## src/rtl/riscv_pkg.sv

```systemverilog
// Shared RV32I pipeline encodings used by the hazard/forwarding logic.
package riscv_pkg;

  typedef enum logic [1:0] {
    FWD_RF  = 2'b00,
    FWD_WB  = 2'b01,
    FWD_MEM = 2'b10
  } fwd_sel_t;

  localparam logic [1:0] RES_ALU  = 2'b00;
  localparam logic [1:0] RES_LOAD = 2'b01;
  localparam logic [1:0] RES_PC4  = 2'b10;
  localparam logic [1:0] RES_IMM  = 2'b11;

  localparam logic [4:0] REG_ZERO = 5'd0;

  // M has priority over W; x0 is never a forwarding source.
  function automatic fwd_sel_t fwd_sel(input logic [4:0] rs,
                                       input logic       regw_m,
                                       input logic [4:0] rd_m,
                                       input logic       regw_w,
                                       input logic [4:0] rd_w);
    if (regw_m && (rd_m != REG_ZERO) && (rd_m == rs))
      return FWD_MEM;
    else if (regw_w && (rd_w != REG_ZERO) && (rd_w == rs))
      return FWD_WB;
    else
      return FWD_RF;
  endfunction

endpackage

```

## src/rtl/hazard_track_stage.sv

```systemverilog
// One shadow pipeline stage: holds on stall, loads a zeroed bubble on flush.
module hazard_track_stage #(
  parameter int unsigned W = 1
) (
  input  logic         clk_i,
  input  logic         reset_ni,
  input  logic         stall_i,
  input  logic         flush_i,
  input  logic [W-1:0] d_i,
  output logic [W-1:0] q_o
);

  logic [W-1:0] stage_q;
  logic [W-1:0] stage_d;

  always_comb begin
    stage_d = stage_q;
    if (!stall_i) stage_d = flush_i ? '0 : d_i;
  end

  always_ff @(posedge clk_i or negedge reset_ni) begin
    if (!reset_ni) stage_q <= '0;
    else           stage_q <= stage_d;
  end

  assign q_o = stage_q;

endmodule

```

## src/rtl/hazard_unit.sv

```systemverilog
// Hazard/forwarding controller for the 5-stage RV32I pipeline, tracking its
// own shadow copy of E/M/W register addresses and write-enables.
module hazard_unit
  import riscv_pkg::*;
#(
  parameter int unsigned CNT_W = 16
) (
  input  logic             clk_i,
  input  logic             reset_ni,
  input  logic [4:0]       rs1D,
  input  logic [4:0]       rs2D,
  input  logic [4:0]       rdD,
  input  logic             reg_writeD,
  input  logic [1:0]       res_srcD,
  input  logic             pc_srcE,
  input  logic             dmem_busy_i,
  output logic [1:0]       forwardAE,
  output logic [1:0]       forwardBE,
  output logic             stallF,
  output logic             stallD,
  output logic             stallE,
  output logic             stallM,
  output logic             flushD,
  output logic             flushE,
  output logic             flushW,
  output logic [CNT_W-1:0] load_use_cnt_o,
  output logic [CNT_W-1:0] flush_cnt_o
);

  logic [4:0]  rs1E, rs2E, rdE, rdM, rdW;
  logic        regwE, loadE, regwM, regwW;
  logic [16:0] e_d, e_q;
  logic [5:0]  m_d, m_q, w_d, w_q;

  logic        busy;
  logic        lw_stall;
  logic        take;
  logic        stall_fd, stall_em, flush_d, flush_e, flush_w;
  fwd_sel_t    fwd_a, fwd_b;

  logic [CNT_W-1:0] lu_cnt_q, lu_cnt_d;
  logic [CNT_W-1:0] fl_cnt_q, fl_cnt_d;

  // Memory wait overrides everything; load-use and taken control wait it out.
  assign busy     = dmem_busy_i;
  assign lw_stall = !busy && loadE && (rdE != REG_ZERO) &&
                    ((rdE == rs1D) || (rdE == rs2D));
  assign take     = !busy && pc_srcE;

  assign stall_fd = busy || lw_stall;
  assign stall_em = busy;
  assign flush_d  = take;
  assign flush_e  = lw_stall || take;
  assign flush_w  = busy;

  assign e_d = {rs1D, rs2D, rdD, reg_writeD, (res_srcD == RES_LOAD)};
  assign m_d = {rdE, regwE};
  assign w_d = {rdM, regwM};

  hazard_track_stage #(.W(17)) u_stage_e (
    .clk_i    (clk_i),
    .reset_ni (reset_ni),
    .stall_i  (stall_em),
    .flush_i  (flush_e),
    .d_i      (e_d),
    .q_o      (e_q)
  );

  hazard_track_stage #(.W(6)) u_stage_m (
    .clk_i    (clk_i),
    .reset_ni (reset_ni),
    .stall_i  (stall_em),
    .flush_i  (1'b0),
    .d_i      (m_d),
    .q_o      (m_q)
  );

  hazard_track_stage #(.W(6)) u_stage_w (
    .clk_i    (clk_i),
    .reset_ni (reset_ni),
    .stall_i  (1'b0),
    .flush_i  (flush_w),
    .d_i      (w_d),
    .q_o      (w_q)
  );

  assign {rs1E, rs2E, rdE, regwE, loadE} = e_q;
  assign {rdM, regwM}                    = m_q;
  assign {rdW, regwW}                    = w_q;

  assign fwd_a = fwd_sel(rs1E, regwM, rdM, regwW, rdW);
  assign fwd_b = fwd_sel(rs2E, regwM, rdM, regwW, rdW);

  always_comb begin
    lu_cnt_d = lu_cnt_q;
    fl_cnt_d = fl_cnt_q;
    if (lw_stall && (lu_cnt_q != '1)) lu_cnt_d = lu_cnt_q + CNT_W'(1);
    if (take && (fl_cnt_q != '1))     fl_cnt_d = fl_cnt_q + CNT_W'(1);
  end

  always_ff @(posedge clk_i or negedge reset_ni) begin
    if (!reset_ni) begin
      lu_cnt_q <= '0;
      fl_cnt_q <= '0;
    end else begin
      lu_cnt_q <= lu_cnt_d;
      fl_cnt_q <= fl_cnt_d;
    end
  end

  // Inputs can still be active during reset, so controls are gated here.
  assign forwardAE = reset_ni ? fwd_a : FWD_RF;
  assign forwardBE = reset_ni ? fwd_b : FWD_RF;
  assign stallF    = reset_ni && stall_fd;
  assign stallD    = reset_ni && stall_fd;
  assign stallE    = reset_ni && stall_em;
  assign stallM    = reset_ni && stall_em;
  assign flushD    = reset_ni && flush_d;
  assign flushE    = reset_ni && flush_e;
  assign flushW    = reset_ni && flush_w;

  assign load_use_cnt_o = lu_cnt_q;
  assign flush_cnt_o    = fl_cnt_q;

endmodule
```

## config.mk

```make
export PLATFORM = sky130hd
export DESIGN_NAME = hazard_unit
export DESIGN_NICKNAME = d
export VERILOG_FILES = /design/src/rtl/riscv_pkg.sv /design/src/rtl/hazard_track_stage.sv /design/src/rtl/hazard_unit.sv
export SDC_FILE = /design/constraint.sdc
export NUM_CORES = 1
export LEC_CHECK = 0
export BUFFER_PORTS_ARGS = -buffer_cell sky130_fd_sc_hd__buf_4
export CORE_ASPECT_RATIO = 2
export CORE_MARGIN = 8
export CORE_UTILIZATION = 40
export CTS_CLUSTER_DIAMETER = 30
export CTS_CLUSTER_SIZE = 12
export DETAILED_ROUTE_END_ITERATION = 10
export GPL_TIMING_DRIVEN = 0
export MAX_ROUTING_LAYER = met4
export PLACE_DENSITY = 0.61
export RECOVER_POWER = 100
export SLEW_MARGIN = 40
export SYNTH_ARGS = -nofsm -noshare
export SYNTH_HDL_FRONTEND = slang
export SYNTH_SLANG_ARGS = --single-unit
```

## constraint.sdc

```tcl
create_clock -name clk_i -period 2.2 [get_ports clk_i]
set_clock_uncertainty 0.05 [all_clocks]
set_input_delay 0.44 -clock clk_i [delete_from_list [all_inputs] [get_ports clk_i]]
set_output_delay 0.44 -clock clk_i [all_outputs]
set_load 0.005 [all_outputs]
```

# == After elaboration in Yosys (flattened, before gate mapping) ==
# Index checks and enable logic that the tools add are counted.
# classes
add_sub_neg,2
multipliers,0
div,0
order_cmp,0
eq_ne,9
shifts,0
muxes,8
bitwise_logic,0
n_reduce_logical,23
# op_table
op,count
16-bit by 1-bit adder with 16-bit output (second input constant),2
16-bit != test (second input constant),2
5-bit == test,6
17-bit 2-to-1 mux,1
1-bit logical AND,16
5-bit nonzero test,3
2-bit 2-to-1 mux,4
6-bit 2-to-1 mux,1
1-bit logical OR,3
2-bit by 1-bit == test with 1-bit output (second input constant),1
1-bit 2-to-1 mux,2
1-bit logical NOT,1
# totals
register_bits,61
latchBits,0
mem_bits_rw,0
mem_bits_ro,0
inputBits,22
out_inout_bits,43
wordCells,47
n_memories,0

# == Longest topological paths before layout ==
# Gate-level depths: netlist (run 1).
# depth
ltp_word,6
ltp_mapped,8
mapped_depth_nobuf,6

# == Hierarchy ==
# From an unflattened synthesis (run 1), not the netlist that was laid out.
# unflattened
hier_cells,322
hier_area_um2,3241.9
# by_module_without_submodules
module,n_inst,cells_each,area_each_um2
hazard_unit,1,202,2009.4
hazard_track_stage (u_stage_e),1,72,734.5
hazard_track_stage (u_stage_m ...),2,24,249.0

# == Worst setup path after synthesis (run 1) ==
# No wires, ideal clock.
# synth_timing
path_kind,register -> output
from,"register u_stage_e.stage_q[3], in the netlist u_stage_e.q_o[3]"
to,output port stallF
t_arrival_ns,1.833
required_ns,1.710
slack_ns,-0.123
stages_incl_launch_ff,8
n_path_buf,3
path_cell_list,dfrtp_1 or4_4 o211ai_4 nand2b_1 buf_6 buf_8 a21boi_0 buf_4
# synth_via
elab_chain_cells,5
elab_cells_between_ends,8
cone_classes,2 x eq/ne; 6 x reduce/logical
# synth_lines
item,line_no,source
"start, declared",hazard_track_stage.sv:13,logic [W-1:0] stage_q;
"start signal, assigned",hazard_track_stage.sv:23,else stage_q <= stage_d;
5-bit == test or 5-bit nonzero test (tied branches),"hazard_unit.sv:47, hazard_unit.sv:46",
1-bit logical OR or 1-bit logical AND (tied branches),"hazard_unit.sv:47, hazard_unit.sv:46",
1-bit logical AND (*),hazard_unit.sv:46,assign lw_stall = !busy && loadE && (rdE != REG_ZERO) &&
1-bit logical OR (*),hazard_unit.sv:50,assign stall_fd = busy || lw_stall;
1-bit logical AND (*),-,
"end, declared",hazard_unit.sv:19,"output logic stallF,"
# Mark *: on every way between the ends. The rest lies on a longest branch, timed or not.

# == Worst setup path after layout (run 1) ==
# layout_timing
from,"register u_stage_e.stage_q[6], in the netlist u_stage_e.q_o[6]"
to,output port stallF
# layout_via
elab_chain_cells,5
elab_cells_between_ends,8
cone_classes,2 x eq/ne; 6 x reduce/logical
# layout_lines
item,line_no,source
5-bit == test or 5-bit nonzero test (tied branches),"hazard_unit.sv:47, hazard_unit.sv:46",
1-bit logical OR or 1-bit logical AND (tied branches),"hazard_unit.sv:47, hazard_unit.sv:46",
1-bit logical AND (*),hazard_unit.sv:46,
1-bit logical OR (*),hazard_unit.sv:50,
1-bit logical AND (*),hazard_unit.sv:114,assign stallF = reset_ni && stall_fd;
# Marked as above.

==> tab_implementation.tex, run 1 <==
\begin{tabular}{lr}
\hline
Metric & Value \\
\hline
\multicolumn{2}{l}{\textbf{Clock network}} \\
\quad Clk sinks & 61 \\
\quad Count of H-tree levels built during CTS & 3 \\
\quad Number of buffers between clock root and the deepest sink & 2 \\
\quad Clock root cell & clkbuf\_16 \\
\quad CTS tree & yes \\
\quad Clock latency on the worst-skew pair & 320 ps \\
\quad Num CTS Buffers & 9 \\
\quad Clk pin slew, worst setup/hold paths & roughly 50 ps \\
\multicolumn{2}{l}{\textbf{Die}} \\
\quad Die height & 141 um \\
\quad Horizontal die dimension & 78.6 um \\
\quad Effective utilization at floorplan & 41.2\% \\
\quad Area inside the core boundary & 0.00760 mm2 \\
\quad Floorplan row count & 45 \\
\quad \# IOs & 65 \\
\quad Die footprint & 0.0111 mm2 \\
\multicolumn{2}{l}{\textbf{STA}} \\
\quad Hold Fails Final Rpt & 0 \\
\quad Setup slack after layout & -234 ps \\
\quad Post-route setup TNS & -1090 ps \\
\quad Setup repair after global routing missed its margin & true \\
\quad Max-slew headroom at the worst pin & 13.0\% \\
\quad Slew of the pin with the lowest slew margin & 1310 ps \\
\quad Final-layout worst hold slack & 308 ps \\
\quad Number of endpoints failing setup at the final stage & 7 \\
\quad Maximum clock frequency & slightly above 0.4 GHz \\
\quad Max Slew Vio Count & 0 \\
\quad Minimum clock period & 2430 ps \\
\quad Post-route clock period utilization & 111\% \\
\multicolumn{2}{l}{\textbf{Drt}} \\
\quad Detail Route Antenna Nets & 0 \\
\quad Drc violations & 0 \\
\quad Initial drt markers & 82 \\
\quad Average routed wire per standard cell & about 18 um \\
\quad Wirelength, routed & 8.61 mm \\
\quad Length of the first detailed-routing pass in iterations & 4 \\
\quad Drt via density & $\sim$5.4 \\
\quad Via Count & 2,551 \\
\multicolumn{2}{l}{\textbf{GRT}} \\
\quad Initial antenna violation count & 0 \\
\quad Total congestion overflow after global routing & 0 \\
\quad Largest net degree at the start of global routing & 69 \\
\quad Global-route wire length before repair & around 14 mm \\
\quad Tot GR Track Use & 16.2\% \\
\quad Via count of the first global-routing pass & 2,702 \\
\multicolumn{2}{l}{\textbf{Critical path}} \\
\quad Sort of element at the start of the critical path & register \\
\quad Endpoint required time on the critical path & $\sim$1700 ps \\
\quad Slowest stage delay, CP & 530 ps \\
\quad Signal arrival time at the worst endpoint & 1940 ps \\
\quad Critical-path cell with the highest stage delay & or4\_4 \\
\quad CP Capture Type & output port \\
\quad Cell Chain, Critical Path & or4\_4, o211ai\_4, nand2b\_4, a21boi\_2, buf\_4, buf\_6 \\
\quad Crit path kind & register to output port \\
\quad Crit path max fanout & 3 \\
\multicolumn{2}{l}{\textbf{Final layout}} \\
\quad Antenna diode instance count & 0 \\
\quad Share of post-route cells with drive strength above 1 & 36.0\% \\
\quad Post-route cell area & 0.00426 mm2 \\
\quad Post-layout utilization of the core & 56.0\% \\
\quad Layout Nets & around 400 \\
\quad Filler Cells Inserted & a little over 700 \\
\quad Layout overhead on the synthesized area & 36.0\% \\
\multicolumn{2}{l}{\textbf{Worst hold path}} \\
\quad Min-delay worst type & input pin to register \\
\multicolumn{2}{l}{\textbf{Placement}} \\
\quad Sum of net half-perimeters after detailed placement & 5.94 mm \\
\quad Post-Place Cell Area & $\sim$0.0037 mm2 \\
\quad Number of buffers inserted by port buffering & 63 \\
\quad Global placement routability congestion & 0.793 \\
\multicolumn{2}{l}{\textbf{Yosys}} \\
\quad Cell taking the most area after synthesis & dfrtp\_1 \\
\quad Flops \& latches, synth & 61 \\
\quad Number of cells produced by synthesis & 284 \\
\quad Syn\_nets & between 300 and 400 \\
\quad Dominant cells by area after synthesis & dfrtp\_1, xnor2\_1, xor2\_1, nand3\_1, mux2\_2 \\
\quad Flip-flop cell with the highest count after synthesis & dfrtp\_1 \\
\quad Number of synthesized flops with an enable pin & 0 \\
\quad Yosys synthesis warning count & 0 \\
\quad Ys async rst share & 100\% \\
\quad Post-Synthesis Cell Area & 0.00313 mm2 \\
\quad Distinct cell type count after synthesis & 40 \\
\quad Sequential-to-total area share from yosys stat & 48.7\% \\
\quad Proportion of netlist area held by the largest area contributor & 48.7\% \\
\quad Mean instance size in the synthesized netlist & 11.0 um2 \\
\multicolumn{2}{l}{\textbf{Status}} \\
\quad Violations in the final reports & setup timing \\
\quad Outcome & finished, violations left \\
\multicolumn{2}{l}{\textbf{Power}} \\
\quad Static leakage power & just under 2 nW \\
\quad Power density cells & 767 mW/mm2 \\
\quad Max IR drop VDD & 0.000626 V \\
\multicolumn{2}{l}{\textbf{Run}} \\
\quad Max-cap violations & 0 \\
\hline
\end{tabular}
-- power breakdown --
part	leakage (nW)	internal [mW]	switching [mW]
Clock	0.138	0.863	0.478
Combinational	1.01	0.314	0.239
Sequential	0.807	1.23	0.147
Total	1.96	2.40	0.863
-- state kept, by name, summed over array words and instances (netlist names) --
name	count
flush_cnt_o	16
load_use_cnt_o	16
u_stage_e.q_o	17
u_stage_m.q_o	6
u_stage_w.q_o	6
-- worst max-delay path, delay by kind of cell, from the launching register on --
family	cells	cell delay [ps]
flip-flops	1	420
AND/OR/NAND/NOR	2	700
AO/OA/AOI/OAI	2	250
buffers and inverters	2	240
-- stage by stage --
| stage | cells | power (mW) | worst slack (ps) |
|---|---|---|---|
| 4_1_cts | 471 | 3.28 | -244 |
| 3_5_place_dp | 441 | 1.86 | -621 |
| 6_report | 475 | 3.27 | -234 |
| 5_1_grt | 475 | 3.41 | -302 |
| 3_3_place_gp | 441 | 1.85 | -583 |
| 2_1_floorplan | 284 | 1.62 | -82.4 |
-- worst paths after layout --
path / from / end / slack, ps / depth (start not counted)
min: rdD[3] / u_stage_e.q_o[5] / 310 / 2
min in group asynchronous: reset_ni / u_stage_w.q_o[4] / 470 / 2
max in group asynchronous: reset_ni / u_stage_e.q_o[4] / 750 / 2
max: u_stage_e.q_o[6] / stallF / -230 / 6
min reg2reg: u_stage_e.q_o[1] / u_stage_e.q_o[1] / 430 / 1
max reg2reg: u_stage_e.q_o[6] / load_use_cnt_o[1] / 90 / 7
-- final cells by class --
type	count	area, um2	share of cell area [%]
buffer	11	56.3	1.32
clock buffer	10	229	5.38
clock inverter	5	52.6	1.23
inverter	4	15.0	0.353
multi-input combinational	206	1610	37.7
sequential	61	1540	36.0
tap	94	118	2.76
timing repair buffer	84	647	15.2
-- cell families after synthesis --
logic type | synth area share [%]
AO/OA/AOI/OAI | 9.35
multiplexers | 2.88
buffers and inverters | 3.12
AND/OR/NAND/NOR | 19.5
XOR/XNOR | 15.7
adder cells (fa/ha/maj) | 0.799
flip-flops | 48.7
-- per-layer routing --
| layer | GRT usage (%) | wire length [um] | vias up | share of wire, % |
|---|---|---|---|---|
| met4 | 9.44 | 346 | 0 | 4.0 |
| li1 | - | - | 1206 | - |
| met1 | 15.6 | 3040 | 1262 | 35 |
| met3 | 3.63 | 260 | 21 | 3.0 |
| met5 | - | 0 | - | 0 |
| met2 | 28.6 | 4970 | 62 | 58 |
-- what timing repair did --
item                       4_1_cts  5_1_grt
pin swaps                       15        5
resized for setup               21        6
cloned                           0        0
setup endpoints to repair        7        7
hold endpoints to repair        61       53
setup buffers                   17        2
-- Yosys cell counts, types with 2 or more instances --
cell	instances
dfrtp_1	61
xnor2_1	39
nand3_1	20
xor2_1	17
nand2_1	14
nand4_1	13
a22o_1	10
nor3b_1	10
mux2_2	8
nor2_1	8
nor2b_1	8
a32o_1	7
nor3_1	6
nor4_1	6
and2_1	5
and3_1	5
clkbuf_1	5
inv_1	4
or4_1	4
buf_2	3
buf_4	3
o21ai_0	3
a21boi_0	2
a21oi_1	2
a31oi_1	2
and4_1	2
ha_1	2
nand2b_1	2
o21a_1	2
-- cells in the final DEF (no fill, tap or decap), types with 5 or more instances in the layout --
master / count
xnor2_1: 34
xor2_1: 17
xnor2_2: 5
nor2b_1: 8
mux2_2: 8
dfrtp_1: 54
buf_4: 83
nor3_1: 6
nor2_1: 8
a22o_1: 10
dfrtp_2: 7
clkbuf_1: 6
and3_1: 5
and2_1: 5
nor3b_1: 10
nand2_1: 14
nand4_1: 13
clkbuf_16: 9
a32o_1: 7
nand3_1: 19
Note: power is estimated with default switching activity, not from simulation.
==> run 2, diff against run 1 <==
==> constraint.sdc (replaced) <==
create_clock -name clk_i -period 2.2 [get_ports clk_i]
set_clock_uncertainty 0.05 [all_clocks]
set_input_delay 0.44 -clock clk_i [delete_from_list [all_inputs] [get_ports clk_i]]
set_output_delay 0.44 -clock clk_i [all_outputs]
set_load 0.1 [all_outputs]
==> tab_implementation.tex, run 2 (synthesized netlist as in run 1, its figures left out) <==
\begin{tabular}{lr}
\hline
Metric & Value \\
\hline
\multicolumn{2}{l}{\textbf{Die}} \\
\quad Die footprint & 0.0111 mm2 (unchanged) \\
\quad Effective utilization at floorplan & 41.2\% (unchanged) \\
\quad \# IOs & 65 (unchanged) \\
\quad Floorplan row count & 45 (unchanged) \\
\quad Die height & 141 um (unchanged) \\
\quad Area inside the core boundary & 0.00760 mm2 (unchanged) \\
\quad Horizontal die dimension & 78.6 um (unchanged) \\
\multicolumn{2}{l}{\textbf{Final layout}} \\
\quad Non-Filler Instances & 470 (-1.1\%) \\
\quad Most frequent cells in the layout & clkbuf\_2, buf\_4, dfrtp\_2 \\
\quad Post-layout utilization of the core & 56.8\% (+0.79 points) \\
\quad Multi-input gate area in the final layout & 0.00170 mm2 (+6.0\%) \\
\quad Antenna diode instance count & 0 (unchanged) \\
\quad Layout overhead on the synthesized area & 37.9\% \\
\quad Share of post-route cells with drive strength above 1 & 44.7\% (+8.7 points) \\
\quad Layout Nets & 395 (-1.5\%) \\
\quad Most frequent standard cell in the layout excluding fill and tap cells & clkbuf\_2 \\
\quad Largest register FFs & 17 (unchanged) \\
\quad Reg area & 0.00157 mm2 (+2.1\%) \\
\quad Filler Cells Inserted & 692 (-3.4\%) \\
\multicolumn{2}{l}{\textbf{Run}} \\
\quad Max-cap violations & 0 (unchanged) \\
\multicolumn{2}{l}{\textbf{Clock network}} \\
\quad Clock latency on the worst-skew pair & 330 ps (about the same) \\
\quad Clock root cell & clkbuf\_16 \\
\quad CTS tree & yes \\
\quad Number of buffers between clock root and the deepest sink & 2 (unchanged) \\
\quad Clk sinks & 61 (unchanged) \\
\quad Num CTS Buffers & 9 (unchanged) \\
\quad Count of H-tree levels built during CTS & 3 (unchanged) \\
\quad Clk pin slew, worst setup/hold paths & 50 ps (about the same) \\
\multicolumn{2}{l}{\textbf{STA}} \\
\quad Slew of the pin with the lowest slew margin & 1470 ps (+165 ps) \\
\quad Final-layout worst hold slack & 311 ps (+2.63 ps) \\
\quad Number of endpoints failing setup at the final stage & 7 (unchanged) \\
\quad Minimum clock period & 2570 ps (+132 ps) \\
\quad Post-route clock period utilization & 117\% (+6.0 points) \\
\quad Hold Fails Final Rpt & 0 (unchanged) \\
\quad Max-slew headroom at the worst pin & 1.97\% (-11 points) \\
\quad Max Slew Vio Count & 0 (unchanged) \\
\quad Setup repair after global routing missed its margin & true \\
\quad Maximum clock frequency & 0.390 GHz (-5.1\%) \\
\quad Setup slack after layout & -367 ps (-132 ps) \\
\quad Post-route setup TNS & -2080 ps (-996 ps) \\
\multicolumn{2}{l}{\textbf{Critical path}} \\
\quad Crit path to & stallF \\
\quad R2r worst-path depth & 7 (unchanged) \\
\quad Launching instance or port of the critical path & u\_stage\_e.q\_o[4] \\
\quad Worst R2R End & load\_use\_cnt\_o[1] \\
\quad Worst R2R Setup Slack & 60 ps (-30 ps) \\
\quad Crit path max fanout & 5 (+2) \\
\quad Endpoint required time on the critical path & 1710 ps (about the same) \\
\quad Sort of element at the start of the critical path & register \\
\quad Crit path kind & register to output port \\
\quad CP Capture Type & output port \\
\quad Signal arrival time at the worst endpoint & 2080 ps (+140 ps) \\
\quad R2R Path Start & u\_stage\_e.q\_o[4] \\
\multicolumn{2}{l}{\textbf{GRT}} \\
\quad Initial antenna violation count & 0 (unchanged) \\
\quad Tot GR Track Use & 16.1\% (-0.13 points) \\
\quad Via count of the first global-routing pass & 2,673 (-1.1\%) \\
\quad Largest net degree at the start of global routing & 69 (unchanged) \\
\quad Total congestion overflow after global routing & 0 (unchanged) \\
\quad Global-route wire length before repair & 13.5 mm (about the same) \\
\multicolumn{2}{l}{\textbf{Drt}} \\
\quad Length of the first detailed-routing pass in iterations & 4 (unchanged) \\
\quad Initial drt markers & 163 (+99\%) \\
\quad Detail Route Antenna Nets & 0 (unchanged) \\
\quad Drc violations & 0 (unchanged) \\
\quad Via Count & 2,492 (-2.3\%) \\
\quad Drt via density & 5.30 (-1.3\%) \\
\quad Average routed wire per standard cell & 18.3 um (+1.0\%) \\
\quad Wirelength, routed & 8.61 mm (about the same) \\
\multicolumn{2}{l}{\textbf{Power}} \\
\quad Design Power & 3.69 mW (+13\%) \\
\quad Power density cells & 855 mW/mm2 (+12\%) \\
\quad Static leakage power & 1.91 nW (-2.3\%) \\
\quad Max IR drop VDD & 0.00106 V (+69\%) \\
\multicolumn{2}{l}{\textbf{Placement}} \\
\quad Placed insts & 441 (unchanged) \\
\quad Number of buffers inserted by port buffering & 63 (unchanged) \\
\quad Global placement routability congestion & 0.840 (+5.9\%) \\
\quad Sum of net half-perimeters after detailed placement & 6.22 mm (+4.6\%) \\
\multicolumn{2}{l}{\textbf{Status}} \\
\quad Outcome & finished, violations left \\
\quad Violations in the final reports & setup timing \\
\multicolumn{2}{l}{\textbf{Worst hold path}} \\
\quad Min-delay worst type & input pin to register \\
\hline
\end{tabular}
run 2: cell count changes in the layout (fill, tap and decap cells not counted), sizes merged:
cell	delta
clkinv	-2
clkbuf	+41
clkinvlp	-1
dlygate4sd3	-1
buf	-41
bufinv	-1
run 2: worst min-delay path by stage:
stage / slack (ps) / start / to / cells past startpoint
CTS: -30 / reset_ni / flush_cnt_o[11] / 1
finish: 310 / rdD[1] / u_stage_e.q_o[3] / 2
global placement: 420 / flush_cnt_o[9] / flush_cnt_o[9] / 1
floorplan: 90 / reset_ni / flush_cnt_o[0] / 0
detailed placement: 430 / flush_cnt_o[9] / flush_cnt_o[9] / 1
global route: 320 / rdD[1] / u_stage_e.q_o[3] / 2
run 2: cell type report:
class,instances,area share [%]
Clock inverter,1,0.116
Multi-Input combinational cell,206,39.4
Tap cell,94,2.72
Sequential cell,61,36.3
Inverter,4,0.348
Clock buffer,15,6.20
Buffer,11,1.65
Timing Repair Buffer,78,13.2
run 2: routing by layer:
layer / global-route usage (%) / wire length [um] / up-vias
met5: - / 0 / -
met4: 9.64 / 327 / 0
met3: 3.06 / 257 / 18
met2: 30.4 / 5030 / 51
met1: 14.0 / 2990 / 1225
li1: - / - / 1198
run 2: report_power, final:
part           switching [mW]  internal, mW  total, mW  leakage, nW
combinational           0.726         0.291       1.02         1.01
clock                   0.468         0.823       1.29        0.134
sequential              0.151          1.24       1.39        0.765
run 2: timing repair:
action	in CTS	in global routing
endpoints found under the setup margin	10	9
pin swaps	5	6
setup buffers	12	1
endpoints found under the hold margin	61	35
gates resized for setup	37	10
run 2: through the flow:
step	cell area (um2)	setup slack, ps
after floorplan	3280	-492
after global routing	4320	-421
after detailed placement	3870	-803
final	4320	-367
after CTS	4390	-422
after global placement	3870	-794
run 2: critical path, cell delays in order, from the launching register on:
cell and delay, ps:
dfrtp_2 450, or4_4 560, o211ai_4 180, nand2b_4 190, a21boi_4 80, buf_12 130
buf_16 150
